<file path="src/rtl/async_fifo_wr_arbiter.sv">
// ---------------------------------------------------------------------------
// async_fifo_wr_arbiter
//
// Shares the write port of an asynchronous FIFO among NREQ producers that sit
// in the write-clock domain. Each producer uses a valid/ready handshake. The
// arbiter grants one producer at a time, round-robin, for a burst of at most
// MAX_BURST beats. It forwards that producer's data straight to the FIFO and
// holds the grant while the FIFO reports full.
//
// Ports
//   wclk       write-domain clock; all state changes on its rising edge
//   wrst_n     asynchronous active-low reset
//   req_valid  per-requester data valid                        [NREQ]
//   req_data   packed requester data, requester i at [i*DSIZE +: DSIZE]
//   req_ready  per-requester accept, one-hot or zero           [NREQ]
//   wfull      FIFO full flag
//   winc       FIFO write enable
//   wdata      FIFO write data                                 [DSIZE]
//   grant_id   index of the current (or most recent) grant     [IW]
//   busy       high while a requester holds the grant
//
// Timing
//   Arbitration takes one IDLE cycle. During GRANT, winc/req_ready/wdata are
//   combinational from the registered grant plus req_valid/wfull, so a beat
//   happens in the same cycle the producer presents valid data.
// ---------------------------------------------------------------------------
module async_fifo_wr_arbiter #(
    parameter  int DSIZE     = 8,
    parameter  int NREQ      = 4,
    parameter  int MAX_BURST = 4,
    localparam int IW        = $clog2(NREQ)
) (
    input  logic                  wclk,
    input  logic                  wrst_n,
    input  logic [NREQ-1:0]       req_valid,
    input  logic [NREQ*DSIZE-1:0] req_data,
    output logic [NREQ-1:0]       req_ready,
    input  logic                  wfull,
    output logic                  winc,
    output logic [DSIZE-1:0]      wdata,
    output logic [IW-1:0]         grant_id,
    output logic                  busy
);

    typedef enum logic [0:0] {
        ST_IDLE  = 1'b0,
        ST_GRANT = 1'b1
    } state_t;

    // Beat counter limit; burst_cnt never runs past this value.
    localparam logic [7:0] BURST_LAST = 8'(MAX_BURST - 1);

    state_t          state_reg;
    // grant_reg is both the active grant and the round-robin pointer: it is
    // only rewritten when a new grant is made, so in IDLE it still names the
    // requester served last.
    logic [IW-1:0]   grant_reg;
    logic [7:0]      burst_cnt_reg;

    logic [DSIZE-1:0] data_arr [NREQ];
    logic             granted;
    logic             beat;
    logic             last_beat;
    logic             pick_found;
    logic [IW-1:0]    pick_idx;

    // -----------------------------------------------------------------------
    // Unpack requester data into an indexable array
    // -----------------------------------------------------------------------
    generate
        for (genvar gi = 0; gi < NREQ; gi++) begin : g_unpack
            assign data_arr[gi] = req_data[gi*DSIZE +: DSIZE];
        end
    endgenerate

    // -----------------------------------------------------------------------
    // Round-robin pick: scan last+1, last+2, ... wrapping modulo NREQ.
    // The running sum is one bit wider than the index so the wrap works for
    // requester counts that are not a power of two.
    // -----------------------------------------------------------------------
    always_comb begin
        logic [IW:0] cand;
        pick_found = 1'b0;
        pick_idx   = grant_reg;
        for (int k = 1; k <= NREQ; k++) begin
            cand = {1'b0, grant_reg} + (IW+1)'(k);
            if (cand >= (IW+1)'(NREQ)) begin
                cand = cand - (IW+1)'(NREQ);
            end
            if (!pick_found && req_valid[cand[IW-1:0]]) begin
                pick_found = 1'b1;
                pick_idx   = cand[IW-1:0];
            end
        end
    end

    // -----------------------------------------------------------------------
    // Beat qualification. wfull blocks the beat outright, so winc can never
    // be raised into a full FIFO.
    // -----------------------------------------------------------------------
    assign granted   = (state_reg == ST_GRANT);
    assign beat      = granted && req_valid[grant_reg] && !wfull;
    assign last_beat = (burst_cnt_reg == BURST_LAST);

    // -----------------------------------------------------------------------
    // Arbitration FSM
    // -----------------------------------------------------------------------
    always_ff @(posedge wclk or negedge wrst_n) begin
        if (!wrst_n) begin
            state_reg     <= ST_IDLE;
            grant_reg     <= IW'(NREQ - 1);
            burst_cnt_reg <= 8'd0;
        end else begin
            case (state_reg)
                ST_IDLE: begin
                    if (pick_found) begin
                        grant_reg     <= pick_idx;
                        burst_cnt_reg <= 8'd0;
                        state_reg     <= ST_GRANT;
                    end
                end
                ST_GRANT: begin
                    if (!req_valid[grant_reg]) begin
                        // Producer withdrew: release the grant even if the
                        // FIFO is currently full.
                        state_reg <= ST_IDLE;
                    end else if (beat) begin
                        if (last_beat) begin
                            state_reg <= ST_IDLE;
                        end else begin
                            burst_cnt_reg <= burst_cnt_reg + 8'd1;
                        end
                    end
                end
                default: begin
                    state_reg <= ST_IDLE;
                end
            endcase
        end
    end

    // -----------------------------------------------------------------------
    // Outputs
    // -----------------------------------------------------------------------
    generate
        for (genvar gi = 0; gi < NREQ; gi++) begin : g_ready
            assign req_ready[gi] = beat && (grant_reg == IW'(gi));
        end
    endgenerate

    assign winc     = beat;
    assign wdata    = granted ? data_arr[grant_reg] : '0;
    assign grant_id = grant_reg;
    assign busy     = granted;

endmodule

</file>
<file path="config.mk">
export PLATFORM = sky130hd
export DESIGN_NAME = async_fifo_wr_arbiter
export DESIGN_NICKNAME = d
export VERILOG_FILES = /design/src/rtl/async_fifo_wr_arbiter.sv
export SDC_FILE = /design/constraint.sdc
export NUM_CORES = 1
export LEC_CHECK = 0
export CORE_ASPECT_RATIO = 1.4
export CORE_UTILIZATION = 50
export DETAILED_ROUTE_END_ITERATION = 7
export DONT_BUFFER_PORTS = 1
export GPL_TIMING_DRIVEN = 0
export HOLD_SLACK_MARGIN = 0.03
export PLACE_DENSITY_LB_ADDON = 0.2
export SYNTH_ARGS = -nofsm -noshare
export SYNTH_HDL_FRONTEND = slang
export SYNTH_SLANG_ARGS = --single-unit
</file>
<file path="constraint.sdc">
create_clock -name wclk -period 3.21 [get_ports wclk]
set_input_delay 0.321 -clock wclk [delete_from_list [all_inputs] [get_ports wclk]]
set_output_delay 0.321 -clock wclk [all_outputs]
set_load 0.05 [all_outputs]
</file>
==> reports/qor.yml, run 1 <==
dp_cells: 120
crit_top_cell: "buf_6"
crit_type: "reg -> out"
setup_slack_ns: 0.478
rsz0062_at_grt: "false"
postRouteAntennaNets: 0
tightestPinTransition_ns: 0.651
synth_common_cells: "and2_1 (12), dfrtp_1 (9), mux4_2 (9), nor2_1 (9)"
n_antenna_cell: 0
cts_root_buf: "clkbuf_4"
p_total_mw: 1.15
ys_seq_area_frac: 0.275
cp_top_family: "flip-flops"
async_reset_ff_frac: 1.00
maxCapViolations: 0
postSynthAreaPerCell_sq_um: 10.1
final-instance-count-excl-fill: 125
crit_path_end_kind: "output port"
cp.arrival_ns: 2.41
ioPinCount: 55
drive_gt1_frac: 0.181
crit_required_ns: 2.89
r2r_slack_ns: 0.70
cp_max_fo: 10
post_drt_via_cell_ratio: 6.55
vias: 819
num_rows: 18
syn_inst: 100
first_global_vias: 818
post_cts_buffers: 0
h-tree-depth: 1
synth-edff-count: 0
wirelength_um: 2090
dieArea_sq_mm: 0.00221
crit_buf_inv: 2
cts.sinks: 11
hold_path_class: "in -> reg"
portBuffers: 0
synth_most_common_cell: "and2_1"
p_per_area_mw_per_mm2: 1070
synth_largest_type_area_fraction: 0.223
place_ws_ns: 0.720
routabilityCongestion: 0.754
drv_slew: 0
synth-seq-cells: 11
clkTransAtPathRegs_ns: 0.07
cpMaxStageDelayCell: "dfstp_2"
clk_path_buf_depth: 2
start_util: 0.554
wire_per_inst_um: 16.7
synth_ff_type: "dfrtp_1"
clock_skew_ns: 0.00421
syn_nets: 144
grt_antenna_before_repair: 0
p_leak_nw: 0.464
holdWs_ns: 0.212
path_depth: 5
yosys-top-cells-area: "dfrtp_1 (22%), mux4_2 (20%), and2_1 (7.4%), ha_1 (6.2%), dfstp_2 (5.2%)"
ys_types: 30
largest_reg_flops: 8
worstHoldPathCells: 2
area_delta_synth_final_pct: 6.06
clock.fmax_ghz: 0.366
core_area_sq_mm: 0.00182
cpPeakStageDelay_ns: 0.72
dr.pass1.iters: 4
grt_overflow_total: 0
synth_area_sq_mm: 0.00101
reg2reg_depth: 8
drtIter0Drc: 35
grt_max_degree: 12
cp_cell_sequence: "buf_6, mux4_2, and3b_4, buf_6, and2_1"
numCtsBuffers: 3
post-route-drc-count: 0
period_needed_ns: 2.73
relSlewSlack: 0.566
setup_viol: 0
grt_util_all_layers: 0.210
fp.dieW_um: 40.0
cts_tree: "built"
outcome: "complete, no violations"
fill_cells: 150
ir_drop_v: 0.000648
ys_warn_count: 0
clk_latency_ns: 0.27
dp_hpwl_um: 1690
grt_pass1_wl_um: 3360
post-route-period-util: 0.851
yosysTopAreaCell: "dfrtp_1"
die_h_um: 55.2
nets: 150
hold_violations: 0
critPathLaunchType: "flop"
fin_setup_tns_ns: 0
==> layout make-up <==
class                           count  area, sq um  area share
Sequential cell                    11          278       0.259
Buffer                              5         35.0      0.0327
Multi-Input combinational cell     82          691       0.644
Tap cell                           20         25.0      0.0233
Timing Repair Buffer                1         10.0     0.00933
Clock buffer                        4         26.3      0.0245
Inverter                            2         7.51     0.00700
==> worst register-to-register path: stages, from the launching register on <==
cell,delay (ns)
dfstp_2,0.72
buf_6,0.18
buf_2,0.30
inv_1,0.13
ha_1,0.38
nor2_1,0.07
a311oi_1,0.38
o21ai_0,0.12
a21oi_1,0.16
==> timing repair <==
item	in CTS	in global routing
resized for setup	0	0
hold buffers	1	0
hold endpoints to repair	11	0
==> stage by stage <==
step                      instance area (sq um)   util
final                                      1070  0.588
after global placement                     1040  0.568
after global routing                       1070  0.588
after detailed placement                   1040  0.568
after floorplan                            1010      -
after CTS                                  1070  0.588
==> where the power goes <==
| part | switching, mW | leakage (nW) | internal (mW) |
|---|---|---|---|
| logic | 0.510 | 0.306 | 0.257 |
| registers | 0.108 | 0.143 | 0.179 |
| clock network | 0.0456 | 0.0150 | 0.0482 |
| total | 0.663 | 0.464 | 0.484 |
==> layout by cell type, fill, tap and decap left out, drive strengths merged, types with 3 or more instances in the layout <==
cell / count
buf: 3
nand4: 4
nand2: 4
nand3: 5
and2: 12
ha: 5
mux4: 9
clkbuf: 6
o21ai: 5
xor2: 5
a21oi: 4
dfrtp: 9
mux2i: 4
nor2: 9
==> logic make-up after synthesis <==
logic type      share of synthesized area
xor+xnor                           0.0433
fa+ha+maj                          0.0619
compound gates                     0.0941
flops                               0.275
buf+inv                            0.0421
mux                                 0.251
simple gates                        0.233
==> worst paths after layout <==
kind,startpoint,to
setup / recovery,grant_id[0],req_ready[1]
hold / removal,wfull,busy
setup reg to reg,grant_id[0],grant_id[0]
hold reg to reg,burst_cnt_reg[1],burst_cnt_reg[1]
max in group asynchronous,wrst_n,grant_id[1]
min in group asynchronous,wrst_n,burst_cnt_reg[5]
==> per-layer routing <==
metal / global-route usage / share of wire / vias up
li1: - / - / 386
met1: 0.267 / 0.40 / 388
met2: 0.329 / 0.50 / 40
met3: 0.0281 / 0.072 / 5
met4: 0.103 / 0.021 / 0
met5: 0 / 0 / -
Power figures use the tool's default switching activity.
==> inputs of run 2 (changes only) <==
clock period = 2.3 ns   (was 3.21 ns; I/O delays follow)
==> run 2 against run 1 <==
The run now ends with negative setup slack left. Combinational power up 87%. Die area unchanged. Critical path depth unchanged. Sequential share of layout area down 4.0 points. Global-route usage up 2.2 points. Utilization up 12 points. First-iteration DRC count down 49%. Register-to-register slack worse by 0.78 ns. Worst hold slack worse by 0.088 ns. Largest cell class unchanged. Largest power group unchanged.
==> reports/qor.yml, run 2 (same netlist as run 1, synthesis figures left out) <==
dp_hpwl_um: 1690
die_h_um: 55.2
p_per_area_mw_per_mm2: 1540
dr.pass1.iters: 4
post-route-drc-count: 0
crit_required_ns: 2.07
cts_root_buf: "clkbuf_4"
grt_util_all_layers: 0.231
wire_per_inst_um: 18.7
hold_path_class: "in -> reg"
cts_tree: "built"
ir_drop_v: 0.00106
num_rows: 18
drtIter0Drc: 18
hold_violations: 0
outcome: "finished, violations left"
final-instance-count-excl-fill: 134
place_ws_ns: -0.190
clkTransAtPathRegs_ns: 0.07
n_antenna_cell: 0
clock.fmax_ghz: 0.413
cpPeakStageDelay_ns: 0.72
clk_latency_ns: 0.27
post-route-period-util: 1.05
multi_input_area_sq_um: 778
tightestPinTransition_ns: 0.656
critPathLaunchType: "flop"
numCtsBuffers: 3
largest_reg_flops: 8
holdWs_ns: 0.124
start_util: 0.554
post_drt_via_cell_ratio: 6.54
clk_path_buf_depth: 2
ioPinCount: 55
dieArea_sq_mm: 0.00221
finalCoreUtilization: 0.704
grt_overflow_total: 0
cp_max_fo: 5
maxCapViolations: 0
nets: 159
wirelength_um: 2510
period_needed_ns: 2.42
seqCellArea_sq_um: 282
rsz0062_at_grt: "true"
drive_gt1_frac: 0.439
vias: 877
postRouteAntennaNets: 0
grt_pass1_wl_um: 3670
fin_setup_tns_ns: -1.03
relSlewSlack: 0.563
cp.arrival_ns: 2.19
grt_antenna_before_repair: 0
crit_type: "reg -> out"
setup_slack_ns: -0.122
drv_slew: 0
clock_skew_ns: 0.00241
portBuffers: 0
final_cell_mix: "and2_4 (12), mux4_2 (9), nor2_1 (9), dfrtp_1 (9), buf_4 (6)"
h-tree-depth: 1
cts.sinks: 11
first_global_vias: 864
crit_path_end_kind: "output port"
area_delta_synth_final_pct: 27.0
routabilityCongestion: 0.754
cp_cell_sequence: "buf_6, mux4_2, and3b_4, buf_12, and2_4"
cpMaxStageDelayCell: "dfstp_4"
setup_viol: 18
fp.dieW_um: 40.0
grt_max_degree: 12
core_area_sq_mm: 0.00182
dp_cells: 120
p_leak_nw: 0.566
fill_cells: 125
violations: "negative setup slack"
layout_commonest_cell: "and2_4"
[run 2: changes by cell type in the layout (fill, tap and decap cells not counted), sizes merged]
cell  delta
buf      +9
[run 2: critical path, delay by kind of cell (launching register included)]
family | cells | cell delay (ns)
muxes | 1 | 0.51
buffers and inverters | 2 | 0.28
DFF | 1 | 0.72
and+or+nand+nor | 2 | 0.40
[run 2: metal layers]
metal  up-vias  GRT usage  part of all wire
met5         -          0                 0
met4         0      0.118             0.027
met3         6     0.0361             0.069
met2        48      0.373              0.53
met1       418      0.278              0.37
li1        405          -                 -
[run 2: final cells by class]
| type | count | share of cell area |
|---|---|---|
| Clock buffer | 4 | 0.0205 |
| Timing Repair Buffer | 10 | 0.0819 |
| Inverter | 2 | 0.00585 |
| Tap cell | 20 | 0.0195 |
| Multi-Input combinational cell | 82 | 0.606 |
| Buffer | 5 | 0.0468 |
| Sequential cell | 11 | 0.219 |
[run 2: power by group]
part | switching (mW) | internal [mW] | total, mW
clock network | 0.0664 | 0.0672 | 0.134
registers | 0.156 | 0.255 | 0.412
logic | 0.812 | 0.614 | 1.43
[run 2: metrics by stage]
step                area [sq um]  power, mW
finish                      1280       1.97
CTS                         1190       1.83
global placement            1040       1.45
floorplan                   1010       1.35
global route                1280       2.08
detailed placement          1040       1.47
[run 2: timing repair]
item,CTS,global route
endpoints found under the setup margin,15,21
pin swaps,6,2
gates cloned,1,0
hold endpoints to repair,11,0
hold buffers,1,0
setup buffers,5,3
resized for setup,30,20
[run 2: path summary, 6_finish.rpt]
kind | startpoint | endpoint | slack [ns] | cells after the start
worst max-delay path | grant_id[0] | req_ready[0] | -0.12 | 5
worst min-delay path | wfull | busy | 0.12 | 2
worst max register to register | grant_id[0] | burst_cnt_reg[7] | -0.08 | 9
worst min register to register | burst_cnt_reg[7] | burst_cnt_reg[7] | 0.57 | 2
max in group asynchronous | wrst_n | grant_id[1] | 1.59 | 1
min in group asynchronous | wrst_n | burst_cnt_reg[5] | 0.36 | 1
==> inputs of run 3 (changes only) <==
CTS_BUF_LIST = sky130_fd_sc_hd__clkbuf_4 sky130_fd_sc_hd__clkbuf_8 sky130_fd_sc_hd__clkbuf_16   (was default)
==> run 3 against run 2 <==
The flow still finishes with violations (negative setup slack). Utilization grew 0.21 points. Sequential share of layout area shrank 0.064 points. Clock skew grew 0.00058 ns. Worst setup slack lost 0.0073 ns. Clock power up 11%. Sequential power barely moved. Non-clock buffer count unchanged. Critical path type unchanged.
==> reports/qor.yml, run 3 (same netlist as run 1, synthesis figures left out) <==
grt_overflow_total: 0
postRouteAntennaNets: 0
critPathLaunchType: "flop"
num_rows: 18
post_drt_via_cell_ratio: 6.49
post-route-drc-count: 0
clock_skew_ns: 0.00299
busiest_layer: "met2"
layout_commonest_cell: "and2_4"
final_cell_mix: "and2_4 (12), mux4_2 (9), nor2_1 (9), dfrtp_1 (9), buf_4 (6)"
relSlewSlack: 0.562
n_antenna_cell: 0
grt_use_met1: 0.275
nets: 159
crit_required_ns: 2.07
period_needed_ns: 2.43
hold_path_class: "in -> reg"
fp.dieW_um: 40.0
drive_gt1_frac: 0.447
routabilityCongestion: 0.754
place_ws_ns: -0.190
portBuffers: 0
violations: "negative setup slack"
p_per_area_mw_per_mm2: 1540
hold_violations: 0
numCtsBuffers: 3
grt.met2_usage: 0.373
largest_reg_flops: 8
dieArea_sq_mm: 0.00221
cp_max_fo: 5
clock.fmax_ghz: 0.412
first_global_vias: 864
p_leak_nw: 0.569
maxCapViolations: 0
crit_path_end_kind: "output port"
worstHoldPathCells: 2
tightestPinTransition_ns: 0.656
cts_tree: "built"
wire_per_inst_um: 18.5
ioPinCount: 55
grt_max_degree: 12
fill_cells: 124
rsz0062_at_grt: "true"
h-tree-depth: 1
setup_viol: 18
cts.sinks: 11
area_delta_synth_final_pct: 27.4
post-route-period-util: 1.06
drv_slew: 0
p_total_mw: 1.99
clk_path_buf_depth: 2
outcome: "finished, violations left"
clkTransAtPathRegs_ns: 0.07
seqCellArea_sq_um: 282
vias: 869
cp.arrival_ns: 2.20
setup_slack_ns: -0.129
die_h_um: 55.2
crit_type: "reg -> out"
cts_root_buf: "clkbuf_4"
clk_latency_ns: 0.28
drtIter0Drc: 17
grt_util_all_layers: 0.231
multi_input_area_sq_um: 778
core_area_sq_mm: 0.00182
wirelength_um: 2480
reg2reg_depth: 9
dp_hpwl_um: 1690
dr.pass1.iters: 4
ir_drop_v: 0.00106
grt_pass1_wl_um: 3660
grt_use_met3: 0.0361
start_util: 0.554
grt_antenna_before_repair: 0
[run 3: critical path, cell delays in order, from the launching register on]
cell and delay (ns):
dfstp_4 0.72, buf_6 0.13, mux4_2 0.51, and3b_4 0.21, buf_12 0.15, and2_4 0.19
[run 3: repair_timing]
action / CTS / global route
buffers inserted: 5 / 3
resized for setup: 30 / 20
pin swaps: 6 / 3
gates cloned: 1 / 0
setup endpoints to repair: 15 / 21
hold buffers: 1 / 0
endpoints found under the hold margin: 11 / 0
[run 3: path summary, 6_finish.rpt]
path,end,slack [ns],startpoint
setup / recovery,req_ready[0],-0.13,grant_id[0]
hold / removal,busy,0.12,wfull
setup reg to reg,burst_cnt_reg[7],-0.07,grant_id[0]
hold reg to reg,burst_cnt_reg[7],0.57,burst_cnt_reg[7]
max in group asynchronous,grant_id[1],1.60,wrst_n
min in group asynchronous,burst_cnt_reg[5],0.35,wrst_n
[run 3: layer usage]
layer	vias up	wire [um]
li1	403	-
met1	408	929
met2	51	1320
met3	7	168
met4	0	62
met5	-	0
[run 3: through the flow]
stage,cells,cell area [sq um],utilization,TNS (ns),hold WS [ns]
after floorplan,100,1010,-,0,-0.0656
after global placement,120,1040,0.568,-0.293,-0.0654
after detailed placement,120,1040,0.568,-0.421,-0.0654
after CTS,131,1200,0.656,-0.951,0.111
after global routing,134,1290,0.706,-2.34,0.128
final,134,1290,0.706,-1.11,0.116
[run 3: layout make-up]
class | instances | area share
clock buffers | 4 | 0.0233
well taps | 20 | 0.0194
plain buffers | 5 | 0.0466
inverters | 2 | 0.00583
repair buffers | 10 | 0.0816
flip-flops and latches | 11 | 0.219
multi-input cells | 82 | 0.604
[run 3: power by group]
part           total (mW)  switching (mW)  leakage (nW)  internal (mW)
registers           0.411           0.155         0.143          0.255
clock network       0.149          0.0696        0.0184         0.0792
logic                1.43           0.811         0.408          0.615
total                1.99            1.04         0.569          0.949
